[config.mk]
export PLATFORM = sky130hd
export DESIGN_NAME = bar_draw_scheduler
export DESIGN_NICKNAME = d
export VERILOG_FILES = /design/src/rtl/bar_draw_scheduler.sv
export SDC_FILE = /design/constraint.sdc
export NUM_CORES = 1
export LEC_CHECK = 0
export CAP_MARGIN = 30
export CORE_AREA = 2 2 70 72
export CTS_BUF_LIST = sky130_fd_sc_hd__clkbuf_2
export DETAILED_ROUTE_END_ITERATION = 7
export DIE_AREA = 0 0 72 74
export HOLD_SLACK_MARGIN = 0.06
export PLACE_DENSITY = 0.76
export SYNTH_ARGS = -nofsm -noshare
export SYNTH_HDL_FRONTEND = slang
export SYNTH_SLANG_ARGS = --single-unit
[constraint.sdc]
create_clock -name Clock -period 2.03 [get_ports Clock]
set_clock_uncertainty 0.1 [all_clocks]
set_input_delay 0.406 -clock Clock [delete_from_list [all_inputs] [get_ports Clock]]
set_output_delay 0.406 -clock Clock [all_outputs]
set_load 0.05 [all_outputs]
[src/rtl/bar_draw_scheduler.sv]
// Round-robin scheduler that serialises horizontal bar-row draws from several animators onto one pixel-plot port.
// Optional build macro: GRADIENT_COLOUR_EN selects row-based colouring instead of per-bar colouring.
module bar_draw_scheduler #(
    parameter int NUM_BARS  = 4,
    parameter int BAR_WIDTH = 8,
    parameter int BAR_PITCH = 10,
    parameter int X_BASE    = 0,
    parameter int Y_TOP     = 21,
    parameter int Y_BOTTOM  = 73
) (
    input  logic                  Clock,
    input  logic                  Reset,
    input  logic [NUM_BARS-1:0]   req,
    input  logic [NUM_BARS-1:0]   erase,
    input  logic [7*NUM_BARS-1:0] y_in,
    input  logic                  plot_ready,
    output logic [NUM_BARS-1:0]   ack,
    output logic                  busy,
    output logic                  plot,
    output logic [7:0]            x_out,
    output logic [6:0]            y_out,
    output logic [2:0]            colour_out
);

    localparam int IDX_W = (NUM_BARS > 1) ? $clog2(NUM_BARS) : 1;
    localparam int COL_W = (BAR_WIDTH > 1) ? $clog2(BAR_WIDTH) : 1;

    typedef enum logic [1:0] {
        ST_IDLE = 2'd0,
        ST_DRAW = 2'd1,
        ST_ACK  = 2'd2
    } state_t;

    state_t             state_r;
    logic [IDX_W-1:0]   last_grant_r;
    logic [IDX_W-1:0]   idx_r;
    logic [COL_W-1:0]   col_r;

    logic               grant_found_s;
    logic [IDX_W-1:0]   grant_idx_s;
    logic [IDX_W-1:0]   cand_idx_s;
    int                 cand_v;
    logic [6:0]         y_raw_s;
    logic [6:0]         y_clamp_s;

`ifdef GRADIENT_COLOUR_EN
    function automatic logic [2:0] pixel_colour_f(input logic erase_v, input logic [6:0] y_v);
        logic [2:0] c;
        if (erase_v) begin
            c = 3'b000;
        end else if (y_v < 7'd38) begin
            c = 3'b100;
        end else if (y_v < 7'd56) begin
            c = 3'b110;
        end else begin
            c = 3'b010;
        end
        return c;
    endfunction
`else
    function automatic logic [2:0] pixel_colour_f(input logic erase_v, input logic [IDX_W-1:0] idx_v);
        logic [2:0] c;
        if (erase_v) begin
            c = 3'b000;
        end else begin
            c = 3'((int'(idx_v) % 7) + 1);
        end
        return c;
    endfunction
`endif

    // Round-robin search starting one past the last served bar.
    always_comb begin
        grant_found_s = 1'b0;
        grant_idx_s   = '0;
        cand_v        = 0;
        cand_idx_s    = '0;
        for (int k = 1; k <= NUM_BARS; k++) begin
            cand_v     = (int'(last_grant_r) + k) % NUM_BARS;
            cand_idx_s = IDX_W'(cand_v);
            if (!grant_found_s && req[cand_idx_s]) begin
                grant_found_s = 1'b1;
                grant_idx_s   = cand_idx_s;
            end else begin
                grant_found_s = grant_found_s;
            end
        end
    end

    // Row limit clamp of the granted bar's requested y.
    always_comb begin
        y_raw_s = y_in[int'(grant_idx_s)*7 +: 7];
        if (y_raw_s < 7'(Y_TOP)) begin
            y_clamp_s = 7'(Y_TOP);
        end else if (y_raw_s > 7'(Y_BOTTOM)) begin
            y_clamp_s = 7'(Y_BOTTOM);
        end else begin
            y_clamp_s = y_raw_s;
        end
    end

    // Scheduler FSM with all pixel and handshake outputs registered.
    always_ff @(posedge Clock) begin
        if (Reset) begin
            state_r      <= ST_IDLE;
            last_grant_r <= IDX_W'(NUM_BARS - 1);
            idx_r        <= '0;
            col_r        <= '0;
            plot         <= 1'b0;
            ack          <= '0;
            busy         <= 1'b0;
            x_out        <= 8'd0;
            y_out        <= 7'(Y_TOP);
            colour_out   <= 3'b000;
        end else begin
            case (state_r)
                ST_IDLE: begin
                    if (grant_found_s) begin
                        idx_r      <= grant_idx_s;
                        col_r      <= '0;
                        x_out      <= 8'(X_BASE + int'(grant_idx_s) * BAR_PITCH);
                        y_out      <= y_clamp_s;
`ifdef GRADIENT_COLOUR_EN
                        colour_out <= pixel_colour_f(erase[grant_idx_s], y_clamp_s);
`else
                        colour_out <= pixel_colour_f(erase[grant_idx_s], grant_idx_s);
`endif
                        plot       <= 1'b1;
                        busy       <= 1'b1;
                        state_r    <= ST_DRAW;
                    end else begin
                        state_r    <= ST_IDLE;
                    end
                end
                ST_DRAW: begin
                    // A pixel only counts once the downstream has taken it.
                    if (plot_ready) begin
                        if (col_r == COL_W'(BAR_WIDTH - 1)) begin
                            plot    <= 1'b0;
                            ack     <= NUM_BARS'(1'b1) << idx_r;
                            state_r <= ST_ACK;
                        end else begin
                            col_r   <= col_r + 1'b1;
                            x_out   <= x_out + 8'd1;
                        end
                    end else begin
                        state_r <= ST_DRAW;
                    end
                end
                ST_ACK: begin
                    ack          <= '0;
                    busy         <= 1'b0;
                    last_grant_r <= idx_r;
                    state_r      <= ST_IDLE;
                end
                default: begin
                    plot    <= 1'b0;
                    ack     <= '0;
                    busy    <= 1'b0;
                    state_r <= ST_IDLE;
                end
            endcase
        end
    end

endmodule

* Yosys cells after proc, flatten, opt, wreduce, memory -nomap -nowiden *
Cells that the tools add are included.

operators by class
  add/subtract/negate cells = 7
  multiply operators = 2
  div/mod/pow operators = 1
  order comparisons = 7
  eq/ne operators = 8
  shifts and indexed selects = 2
  mux-type cells = 41
  bitwise gates (word level) = 3
  reductions and logical operators = 13

operators by type and width
  kind                                                count
  modulo 3 x 4 -> 32 bit, second input constant       1
  indexed part select 28 x 6 -> 7 bit                 1
  2-to-1 mux 8 bit                                    3
  one-hot mux 8 bit (2 select lines)                  1
  < comparator 2 x 3 -> 1 bit, second input constant  5
  2-to-1 mux 7 bit                                    2
  2-to-1 mux 1 bit                                    13
  2-to-1 mux 2 bit                                    6
  2-to-1 mux 3 bit                                    4
  binary-select mux 1 bit (select 2 bit)              5
  multiplier 2 x 3 -> 5 bit, second input constant    2
  adder 8 x 1 -> 8 bit, second input constant         1
  2-to-1 mux 4 bit                                    2
  inequality test 2 bit, second input constant        4
  one-hot mux 4 bit (2 select lines)                  1
  AND reduction 4 bit                                 2
  > comparator 7 bit, second input constant           1
  < comparator 7 x 5 -> 1 bit, second input constant  1
  one-hot mux 3 bit (2 select lines)                  1
  adder 2 x 1 -> 2 bit, second input constant         2
  adder 2 bit, second input constant                  2
  one-hot mux 2 bit (2 select lines)                  1
  AND reduction 2 bit                                 2
  << shifter 1 x 2 -> 4 bit, first input constant     1
  other kinds (14)                                    20

storage, ports and cells
  flip-flop bits (word level) = 33
  input port bits = 39
  output and inout bits = 24
  logic and storage cells = 94

* Logic depth before layout (Yosys ltp) *
  depth in word-level cells = 18
  mapped depth = 11
  mapped depth without buffers = 9

* Least setup slack after synthesis *
Ideal clock, no wire load.

  path kind = input to register
  from = input req[2]
  to = register y_out[1]
  library setup time = 0.117 ns
  arrival time = 1.956 ns
  required time = 1.813 ns
  slack = -0.144 ns
  stages on the path = 10
  path buffers = 2
  path through = nand2b_1 -> a21o_1 -> and3_1 -> buf_6 -> buf_8 -> a21oi_2 -> a22oi_2 -> a211oi_2 -> a211oi_2 -> a32o_1

on the way
  longest elaborated chain between the ends = 17
  elaborated cells between the ends (all ways) = 29
  those cells by class = mul (1); order compare (2); shift (1); mux (18); reduce/logical (7)

RTL lines
  what                                    line  RTL
  start, declared                         13    input logic [NUM_BARS-1:0] req,
  binary-select mux 1 bit (select 2 bit)  81    if (!grant_found_s && req[cand_idx_s]) begin
  2-to-1 mux 1 bit (not written as such)  81
  2-to-1 mux 1 bit                        81
  zero test 1 bit                         81
  logical AND 1 bit                       81
  2-to-1 mux 1 bit                        81
  zero test 1 bit                         81
  logical AND 1 bit                       81
  2-to-1 mux 1 bit                        81
  zero test 1 bit                         81
  logical AND 1 bit                       81
  2-to-1 mux 2 bit                        81
  multiplier 2 x 3 -> 5 bit               92    y_raw_s = y_in[int'(grant_idx_s)*7 +: 7];
  indexed part select 28 x 6 -> 7 bit     92
  > comparator 7 bit                      95    end else if (y_raw_s > 7'(Y_BOTTOM)) begin
  2-to-1 mux 7 bit                        95
  2-to-1 mux 7 bit                        93    if (y_raw_s < 7'(Y_TOP)) begin
  end signal, assigned                    113   y_out <= 7'(Y_TOP);
  end signal, assigned                    122   y_out <= y_clamp_s;
  end, declared                           21    output logic [6:0] y_out,

Several ways; a longest one is shown, not always the timed one. The select of a mux whose other input is x is not followed.
A chain may end at the register's enable or synchronous reset.

* Worst setup path in the final report *
  from = register last_grant_r[0]
  to = register y_out[1]

on the way
  longest elaborated chain between the ends = 18
  elaborated cells between the ends (all ways) = 33
  those cells by class = add/sub (4); mul (1); order compare (2); shift (1); mux (18); reduce/logical (7)

RTL lines
  what                                    line  RTL
  start, declared                         35    logic [IDX_W-1:0] last_grant_r;
  start signal, assigned                  106   last_grant_r <= IDX_W'(NUM_BARS - 1);
  start signal, assigned                  153   last_grant_r <= idx_r;
  adder 2 x 1 -> 2 bit                    79    cand_v = (int'(last_grant_r) + k) % NUM_BARS;
  binary-select mux 1 bit (select 2 bit)  81
  2-to-1 mux 1 bit (not written as such)  81
  2-to-1 mux 1 bit                        81
  zero test 1 bit                         81
  logical AND 1 bit                       81
  2-to-1 mux 1 bit                        81
  zero test 1 bit                         81
  (+2 left out)                           n/a
  zero test 1 bit                         81
  logical AND 1 bit                       81
  2-to-1 mux 2 bit                        81
  multiplier 2 x 3 -> 5 bit               92
  indexed part select 28 x 6 -> 7 bit     92
  > comparator 7 bit                      95
  2-to-1 mux 7 bit                        95
  2-to-1 mux 7 bit                        93

Several ways; a longest one is shown, not always the timed one. The select of a mux whose other input is x is not followed.

==> impl_metrics.py <==
metrics = {
    "placement": {
        "routabilityCongestion": 0.854,
        "post-dp-hpwl_microns": 3960,
        "port_buffers": 62,
        "post_dp_cell_area_sq_mm": 0.00267,
        "dp.cells": 364,
    },
    "clock_network": {
        "cts_made_buffers": 5,
        "clk_pin_slew_ns": 0.16,
        "cts-root-buf": "clkbuf_2",
        "cts_sinks": 33,
        "clk_path_buf_depth": 2,
        "ctsHoldBuffers": 0,
        "insertion_delay_ns": 0.37,
        "h-tree-depth": 2,
        "cts_tree": "built",
    },
    "floorplanning": {
        "dieArea_sq_mm": 0.00533,
        "placementRows": 25,
        "core_area_sq_mm": 0.00460,
        "initial_core_util_pct": 40.3,
        "die_x_microns": 72,
        "chipHeight_microns": 74,
        "io-pin-count": 63,
    },
    "worst_hold_path": {
        "hold_class": "reg -> reg",
        "holdPathStages": 2,
    },
    "drt": {
        "drt-total-wl_microns": 5400,
        "first_iter_violations": 57,
        "post_drt_wl_per_cell_microns": 14.2,
        "via_count": 1972,
        "drcViolationCount": 0,
        "viasPerCell": 5.18,
        "antenna_left": 0,
        "drt_pass1_iterations": 4,
    },
    "sta": {
        "fin_crit_sh_pct": 106,
        "tns_ns": -0.602,
        "worst-slew-pin-transition_ns": 0.602,
        "rsz0062_at_grt": "yes",
        "period_minus_slack_ns": 2.16,
        "finalHoldViolations": 0,
        "clock.fmax_ghz": 0.463,
        "maxSlewHeadroom_pct": 59.7,
        "slew_violations": 0,
        "worst_slack_ns": -0.128,
        "finalSetupViolations": 8,
    },
    "synth": {
        "synth_top_area_share_pct": 35.7,
        "synth.most_common_cell": "a21oi_1",
        "synth_xor_area_share_pct": 1.42,
        "yosysWarnings": 0,
        "synth_edf_count": 0,
        "netlist_top_cells_count": "36 x a21oi_1, 33 x dfxtp_1, 33 x nand2_1",
        "synth_area_per_cell_sq_um": 7.95,
        "ys_types": 47,
        "async_flop_share_pct": 0,
        "synth_fp_nets": 276,
        "yosys.area.top_type": "dfxtp_1",
        "synth_compound_gate_area_share_pct": 29.4,
        "syn-instance-count": 233,
        "ys_ff_latch": 33,
        "yosysSeqAreaShare_pct": 35.7,
        "synthAdderAreaFrac_pct": 2.70,
        "synth.area.top_cells": "dfxtp_1 36%, a21oi_1 9.7%, nand2_1 6.7%, nor2_1 6.5%, a22oi_4 3.4%",
        "synthSimpleGateAreaFrac_pct": 23.9,
        "netlist_area_sq_mm": 0.00185,
        "yosys_most_used_dff": "dfxtp_1",
        "muxShareOfSynthArea_pct": 0,
        "synth_top_family_by_area": "compound AO/OA/AOI/OAI gates",
    },
    "finish": {
        "final_layout_size_suffix_gt1_share_pct": 30.3,
        "multi_input_area_sq_mm": 0.00123,
        "syn2layout_area_growth_pct": 58.6,
        "seq_area_sq_um": 664,
        "final_area_sq_mm": 0.00294,
        "antenna_cells": 0,
        "nFillCells": 392,
        "fin_cells": 381,
        "nNetsFinal": 370,
    },
    "global_route": {
        "grt_overflow_total": 0,
        "grt_pass1_vias": 1829,
        "track_usage_pct": 20.2,
        "grt_max_degree": 19,
        "antenna_found_initial": 0,
        "grt_pass1_wl_microns": 8420,
    },
    "setup_path": {
        "crit_buf_inv": 2,
        "crit_cells": 10,
        "start_kind": "flop",
        "cp_slowest_cell": "dfxtp_4",
        "path_delay_family": "compound AO/OA/AOI/OAI gates",
        "end_kind": "flop",
        "critical_path_class": "reg -> reg",
        "crit_arrival_ns": 2.35,
        "reg2reg_depth": 10,
        "path_max_fanout": 4,
        "worst_path_most_repeated_cell": "a211oi_2",
        "path_cells": "buf_6, nor2b_4, nor2_1, a21o_1, buf_4, a21oi_2, a22oi_4, a211oi_2, a211oi_2, a32o_1",
        "worstPathRequired_ns": 2.22,
        "slowest_delay_ns": 0.38,
    },
    "power_and_ir_drop": {
        "p_int_w": 0.00106,
        "clockPowerShare_pct": 17.6,
        "p_comb_share_pct": 39.4,
        "p_leak_nw": 1.25,
        "power.share.switching_pct": 35.6,
        "vdd_ir_drop_max_mv": 0.329,
        "seqPwrFrac_pct": 43.0,
        "p_sw_w": 0.000584,
        "power_density_mw_per_mm2": 559,
    },
    "flow_run": {
        "cap_violations": 0,
    },
    "run_status": {
        "violations": "negative setup slack",
        "status": "complete, but fails checks",
    },
}
power by group through the flow:
stage          Clock, W  Combinational [W]  Sequential [W]
6_report       0.000289           0.000647        0.000707
5_1_grt        0.000338           0.000688        0.000712
4_1_cts        0.000299           0.000612        0.000706
3_5_place_dp          0           0.000576        0.000722
3_3_place_gp          0           0.000570        0.000722
2_1_floorplan         0           0.000247        0.000817
layout by cell type (no fill, tap or decap), drive strengths merged:
| master | n |
|---|---|
| a22oi | 9 |
| a21o | 2 |
| and2 | 1 |
| clkbuf | 6 |
| inv | 3 |
| o22ai | 1 |
| a211o | 1 |
| nand2b | 5 |
| dlygate4sd2 | 12 |
| nor2b | 4 |
| a22o | 1 |
| nand4 | 2 |
| a211oi | 5 |
| nor4 | 2 |
| xor2 | 3 |
| nor3 | 4 |
| nor2 | 32 |
| o31ai | 2 |
| o2bb2ai | 1 |
| clkinv | 3 |
| a31oi | 1 |
| and3 | 3 |
| nand3 | 7 |
| clkdlybuf4s50 | 34 |
| nand2 | 35 |
| a32o | 1 |
| ha | 4 |
| buf | 53 |
| o31a | 1 |
| nor3b | 1 |
| o211ai | 3 |
| a21oi | 38 |
| nand3b | 2 |
| dfxtp | 33 |
| o21ai | 12 |
registers in the layout (all words and copies together) (netlist names):
name and cells:
x_out 8, y_out 7, ack 4, col_r 3, colour_out 3, idx_r 2, last_grant_r 2, state_r 2
busy 1, plot 1
cell families (layout without fill, tap and decap cells):
group / count (synthesis) / count (layout)
XOR/XNOR: 3 / 3
adder cells (fa/ha/maj): 4 / 4
AND/OR/NAND/NOR: 98 / 98
flip-flops: 33 / 33
AO/OA/AOI/OAI: 78 / 78
buffers and inverters: 17 / 111
worst paths after layout:
| kind | startpoint | endpoint | slack [ns] |
|---|---|---|---|
| worst max-delay path | last_grant_r[0] | y_out[1] | -0.13 |
| worst min-delay path | col_r[1] | col_r[1] | 0.37 |
| worst max register to register | last_grant_r[0] | y_out[1] | -0.13 |
| worst min register to register | col_r[1] | col_r[1] | 0.37 |
routing by layer:
metal	vias up	wire (microns)	track usage (%)
li1	1012	-	-
met1	907	2370	23.6
met2	47	2690	37.1
met3	6	288	4.88
met4	0	55	5.66
met5	-	0	0
worst register-to-register path: cells and delay by family, from the launching register on:
family,cells,cell delay (ns)
AO/OA/AOI/OAI,6,1.14
flip-flops,1,0.38
buffers and inverters,2,0.29
AND/OR/NAND/NOR,2,0.16
what timing repair did:
item,CTS,global route
setup endpoints to repair,18,10
resized for setup,34,12
buffers inserted,5,4
pin swaps,16,12
gates cloned,1,0
through the flow:
| step | hold WS, ns | power [W] | setup slack, ns | util (%) |
|---|---|---|---|---|
| floorplan | 0.336 | 0.00106 | -0.0446 | - |
| CTS | 0.361 | 0.00162 | -0.166 | 61.8 |
| global route | 0.400 | 0.00174 | -0.263 | 63.9 |
| finish | 0.369 | 0.00164 | -0.128 | 63.9 |
| global placement | 0.338 | 0.00129 | -0.695 | 58.1 |
| detailed placement | 0.344 | 0.00130 | -0.813 | 58.1 |
layout make-up:
type / count / share of cell area [%]
Clock inverter: 1 / 0.128
Timing Repair Buffer: 99 / 30.9
Inverter: 5 / 1.24
Clock buffer: 6 / 1.02
Sequential cell: 33 / 22.6
Tap cell: 54 / 2.30
Multi-Input combinational cell: 183 / 41.8
No activity file was read; power rests on OpenSTA's default activity.
